### src/rtl/img_sram_pkg.sv
// Shared types and default widths for the image SRAM datapath blocks.
package img_sram_pkg;

    localparam int IMG_ROW_W  = 8;
    localparam int IMG_COL_W  = 8;
    localparam int IMG_DATA_W = 8;

    typedef enum logic [1:0] {
        IDLE,
        RUN,
        FIN
    } io_rx_state_e;

    // Bundled SRAM port view for glue logic at the default widths.
    typedef struct packed {
        logic                  sense_en;
        logic                  write_en;
        logic [IMG_ROW_W-1:0]  row;
        logic [IMG_COL_W-1:0]  col;
        logic [IMG_DATA_W-1:0] din;
    } img_sram_ctrl_t;

endpackage

### src/rtl/io_rx_stream_writer.sv
// Streams pixels from a valid/ready input into a programmable SRAM window in raster order.
// Optional running checksum enabled by defining IO_RX_CHECKSUM_EN.
module io_rx_stream_writer
    import img_sram_pkg::*;
#(
    parameter int DATA_W = IMG_DATA_W,
    parameter int ROW_W  = IMG_ROW_W,
    parameter int COL_W  = IMG_COL_W
) (
    input  logic                 clk,
    input  logic                 rstn,
    input  logic                 start,
    input  logic                 abort,
    input  logic [ROW_W-1:0]     nrows,
    input  logic [COL_W-1:0]     ncols,
    input  logic [ROW_W-1:0]     row_base,
    input  logic [COL_W-1:0]     col_base,
    input  logic [DATA_W-1:0]    din,
    input  logic                 din_valid,
    output logic                 din_ready,
    output logic                 busy,
    output logic                 done,
    output logic                 sram_sense_en,
    output logic                 sram_write_en,
    output logic [ROW_W-1:0]     sram_row,
    output logic [COL_W-1:0]     sram_col,
    output logic [DATA_W-1:0]    sram_din,
    output logic [DATA_W+15:0]   checksum
);

    io_rx_state_e     state;
    logic [ROW_W-1:0] nrows_l;
    logic [COL_W-1:0] ncols_l;
    logic [ROW_W-1:0] row_base_l;
    logic [COL_W-1:0] col_base_l;
    logic [ROW_W-1:0] row_idx;
    logic [COL_W-1:0] col_idx;
    logic             accept;
    logic             last_col;
    logic             last_pix;
    logic             launch;

    // Handshake and done react to abort in the same cycle so no beat slips through.
    assign din_ready     = (state == RUN) && !abort;
    assign accept        = din_valid && din_ready;
    assign busy          = (state != IDLE);
    assign done          = (state == FIN) && !abort;
    assign sram_sense_en = 1'b1;

    assign last_col = (col_idx == ncols_l);
    assign last_pix = last_col && (row_idx == nrows_l);
    assign launch   = (state == IDLE) && start && !abort;

    always_ff @(posedge clk or negedge rstn) begin
        if (!rstn) begin
            state         <= IDLE;
            nrows_l       <= '0;
            ncols_l       <= '0;
            row_base_l    <= '0;
            col_base_l    <= '0;
            row_idx       <= '0;
            col_idx       <= '0;
            sram_write_en <= 1'b0;
            sram_row      <= '0;
            sram_col      <= '0;
            sram_din      <= '0;
        end else begin
            sram_write_en <= 1'b0;
            if (accept) begin
                sram_write_en <= 1'b1;
                sram_row      <= row_base_l + row_idx;
                sram_col      <= col_base_l + col_idx;
                sram_din      <= din;
                if (last_col) begin
                    col_idx <= '0;
                    row_idx <= row_idx + 1'b1;
                end else begin
                    col_idx <= col_idx + 1'b1;
                end
            end
            case (state)
                IDLE: begin
                    if (launch) begin
                        nrows_l    <= nrows;
                        ncols_l    <= ncols;
                        row_base_l <= row_base;
                        col_base_l <= col_base;
                        row_idx    <= '0;
                        col_idx    <= '0;
                        state      <= RUN;
                    end
                end
                RUN: begin
                    if (abort) begin
                        state <= IDLE;
                    end else if (accept && last_pix) begin
                        state <= FIN;
                    end
                end
                FIN:     state <= IDLE;
                default: state <= IDLE;
            endcase
        end
    end

`ifdef IO_RX_CHECKSUM_EN
    always_ff @(posedge clk or negedge rstn) begin
        if (!rstn) begin
            checksum <= '0;
        end else if (launch) begin
            checksum <= '0;
        end else if (accept) begin
            checksum <= checksum + {{16{1'b0}}, din};
        end
    end
`else
    assign checksum = '0;
`endif

endmodule

### config.mk
export PLATFORM = sky130hd
export DESIGN_NAME = io_rx_stream_writer
export DESIGN_NICKNAME = d
export VERILOG_FILES = /design/src/rtl/img_sram_pkg.sv /design/src/rtl/io_rx_stream_writer.sv
export SDC_FILE = /design/constraint.sdc
export NUM_CORES = 1
export LEC_CHECK = 0
export BUFFER_PORTS_ARGS = -buffer_cell sky130_fd_sc_hd__buf_2
export CORE_MARGIN = 3
export CORE_UTILIZATION = 30
export CTS_BUF_LIST = sky130_fd_sc_hd__clkbuf_4
export DETAILED_ROUTE_END_ITERATION = 10
export SYNTH_ARGS = -nofsm -noshare
export SYNTH_HDL_FRONTEND = slang
export SYNTH_SLANG_ARGS = --single-unit
### constraint.sdc
create_clock -name clk -period 1.9 [get_ports clk]
set_input_delay 0.285 -clock clk [delete_from_list [all_inputs] [get_ports clk]]
set_output_delay 0.285 -clock clk [all_outputs]
set_load 0.01 [all_outputs]
==> run summary <==
After synthesis, the cell types taking the most area are sky130_fd_sc_hd__dfrtp_1 (48%), sky130_fd_sc_hd__nand2_1 (14%), sky130_fd_sc_hd__ha_1 (5.1%). Fill cells in the final layout number 1266. For the worst setup path, the data arrival time is 2.17 ns. At the worst endpoint, the required time is 2.18 ns. For the worst-skew pair, the clock arrives at the later sink with an insertion delay of 0.40 ns. The total power density per cell area is 885 nW/um^2, and the number of design-rule violations left by the first detailed-router iteration is 161. Summed over all instances, the cell type with the most area after synthesis is sky130_fd_sc_hd__dfrtp_1. Among all flip-flop cells after synthesis, the most frequent one is sky130_fd_sc_hd__dfrtp_1. Detailed placement ended at an HPWL of 6780 microns. The slew at the pin closest to its max-slew limit was 0.503 ns; the worst-case headroom to the max-slew limit was 66.5%.

STA classifies the critical path startpoint as a register. Counting stages on the worst path, the most repeated cell is sky130_fd_sc_hd__buf_4. The cell count after synthesis came out at 428. After layout, the worst path uses 99.4% of the clock period.

The routed design could run at a clock period as short as 1.89 ns. The global-route wire length before repair was 14900 microns; the final non-filler cell area was 4800 sq um. The synthesized design contains 0 enable-type register cells. For this design the static power due to leakage is 2.48 nW. After synthesis, the most frequently instantiated cells are sky130_fd_sc_hd__nand2_1 (141), sky130_fd_sc_hd__dfrtp_1 (75), sky130_fd_sc_hd__buf_4 (25).

Summing every instance area after synthesis gives 3890 sq um. The placed instances occupy a cell area of 4520 sq um. In this run, distinct cell masters in the synthesized netlist total 37. The DRC violation count after routing came out at 0. The run gives 0 as the count of antenna diodes in the layout. Across every metal layer, demand over resource in global routing totals 12.8%. The area of the die was 14400 sq um; the area overhead of the layout relative to synthesis was 23.2%. Fraction of synthesis flops using an asynchronous set or reset pin: 100%. STA classifies the critical path endpoint as a register. In this run the worst path has a maximum fanout of 3. The number of global-route vias before repair was 3090. The first detailed-routing pass ran for 4 iterations. Entering global routing, the biggest net connects 43 pins.

The congestion estimate from routability-driven global placement came to 0.828. On the critical path, the stage with the largest delay is an instance of sky130_fd_sc_hd__dfrtp_1. The kind of cell with the highest combined delay along the critical path is simple AND/OR/NAND/NOR gates.

The clock slew seen by the registers of the worst setup and hold paths is 0.12 ns. Max-cap violations in this run came to 0. Yosys printed 0 warnings. On the final layout, the worst hold slack is 0.0675 ns.

The floorplan step set the die height to 120 microns. The run gives 98 as the I/O pin total. The kind of critical path is reg -> reg. The final layout contains routed wiring with a total length of 9010 microns. The run gives 0.530 GHz as the maximum frequency from static timing analysis. The proportion of netlist area held by the largest area contributor is 48.2%, and the number of failing setup endpoints in the final timing report is 0. The clock buffer count from CTS was 9; the longest individual stage delay on the worst path was 0.43 ns. The count of nets left with antenna violations once routing finished came out at 0. The run finished with clean final reports.

The wire length per cell after detailed routing works out to 12.9 microns. Traced cell by cell, the critical path runs through xor2_1 -> nor4_2 -> buf_4 -> nand4_1 -> buf_4 -> o31ai_1 -> a21oi_2. Final global-route overflow total: 0. Buffers placed on the I/O ports in this run total 72. The worst-case clock buffer depth was 2. The average vias per placed instance is 4.41. By instance count, the leading cell after synthesis is sky130_fd_sc_hd__nand2_1.

Per-instance average area after synthesis: 9.09 sq um. The cell sitting at the root of the clock tree is a sky130_fd_sc_hd__clkbuf_4. The path class of the tightest hold or removal check is in -> reg.

The tools report the number of antenna violations at the first check in global routing as 0. The share of post-route cells with drive strength above 1 is 24.9%. For this design, the sink count on the clock tree is 75.

Placement row count: 40. The run gives 0 as the number of hold-slack violations in the final timing report. The clock arrives with 0.0131 ns of skew. Setup repair after global routing could not meet its margin everywhere.

The final layout net count is 588. TritonCTS built the clock tree. The tools report the max-slew violation total from the final report as 0.

The tools report the initial core utilization as 31.5%. The core region is 12400 sq um. The x dimension of the die was 120 microns; the sequential-to-total area share from yosys stat was 48.2%. The via count is 3075. After layout, the design draws a total of 4.24 mW.

Counting both buffers and inverters, the worst setup path holds a total of 2. The peak supply drop is 0.405 mV. The total of flip-flops plus latches after synthesis is 75, and the CTS H-tree depth is 3.
## cells in the final DEF (no fill, tap or decap), types with 5 or more instances in the layout
| master | synthesis | layout |
|---|---|---|
| sky130_fd_sc_hd__nand2_1 | 141 | 141 |
| sky130_fd_sc_hd__dfrtp_1 | 75 | 74 |
| sky130_fd_sc_hd__buf_2 | 0 | 71 |
| sky130_fd_sc_hd__buf_4 | 25 | 26 |
| sky130_fd_sc_hd__conb_1 | 2 | 25 |
| sky130_fd_sc_hd__nor2_1 | 20 | 20 |
| sky130_fd_sc_hd__xor2_1 | 16 | 16 |
| sky130_fd_sc_hd__o21ai_0 | 16 | 16 |
| sky130_fd_sc_hd__xnor2_1 | 15 | 15 |
| sky130_fd_sc_hd__ha_1 | 16 | 14 |
| sky130_fd_sc_hd__o21a_1 | 10 | 10 |
| sky130_fd_sc_hd__clkbuf_4 | 0 | 10 |
| sky130_fd_sc_hd__inv_1 | 9 | 9 |
| sky130_fd_sc_hd__nor3_1 | 9 | 9 |
| sky130_fd_sc_hd__o31ai_1 | 10 | 8 |
| sky130_fd_sc_hd__nand4_1 | 5 | 5 |
## sequential cells by signal (all words and copies together), names as in the netlist, 8 cells and up
signal / flops
sram_col: 8
row_idx: 8
sram_din: 8
ncols_l: 8
col_idx: 8
row_base_l: 8
sram_row: 8
nrows_l: 8
col_base_l: 8
## layout make-up
class                      instances  area, sq um  area share [%]
sequential                        75         1880            39.1
inverter                          10         37.5           0.782
clock inverter                     6         80.1            1.67
clock buffer                      10         75.1            1.56
multi-input combinational        328         1900            39.6
timing repair buffer             101          616            12.8
tap                              168          210            4.38
## through the flow
step / setup slack, ns / util (%) / TNS [ns] / cells
after global placement: -0.0707 / 36.6 / -0.0707 / 676
after floorplan: 0.0550 / - / 0 / 451
after detailed placement: -0.127 / 36.6 / -0.166 / 676
after CTS: 0.00233 / 38.1 / 0 / 694
after global routing: -0.0903 / 38.8 / -0.404 / 698
final: 0.0116 / 38.8 / 0 / 698
## timing repair
action | in CTS | in global routing
gates resized for setup | 5 | 13
hold buffers | 1 | 0
setup buffers | 1 | 4
hold endpoints to repair | 36 | 0
pin swaps | 4 | 8
endpoints found under the setup margin | 5 | 12
cloned | 0 | 0
## tightest hold or removal path: cells and delay by family
kind,cells,cell delay (ns)
simple gates,2,0.09
buf+inv,1,0.07
## layer usage
metal,vias up,GRT usage [%],share of wire (%)
met3,10,4.24,5.5
met1,1411,17.2,49
met4,0,3.51,1.2
li1,1561,-,-
met5,-,0,0
met2,93,19.9,44
## path summary, 6_finish.rpt
check	start	end	slack, ns	cells past startpoint
worst min-delay path	col_base[2]	col_base_l[2]$_DFFE_PN0P_	0.07	3
worst max-delay path	col_idx[2]$_DFF_PN0_	row_idx[4]$_DFF_PN0_	0.01	7
min in group asynchronous	rstn	sram_col[5]$_DFFE_PN0N_	0.39	2
max in group asynchronous	rstn	row_idx[7]$_DFF_PN0_	0.92	3
worst max register to register	col_idx[2]$_DFF_PN0_	row_idx[4]$_DFF_PN0_	0.01	7
worst min register to register	sram_row[6]$_DFFE_PN0N_	sram_row[6]$_DFFE_PN0N_	0.49	2
## power by group
part | leakage [nW] | internal (mW) | switching, mW
Clock | 0.0831 | 0.539 | 0.533
Combinational | 1.44 | 0.480 | 0.606
Sequential | 0.964 | 1.90 | 0.186
## cells by family after synthesis
group	share of synthesized area (%)
buf+inv	7.04
compound gates	9.39
xor+xnor	6.98
mux	0.257
flops	48.2
simple gates	21.8
other cells	0.193
fa+ha+maj	6.17
Power figures use the tool's default switching activity.
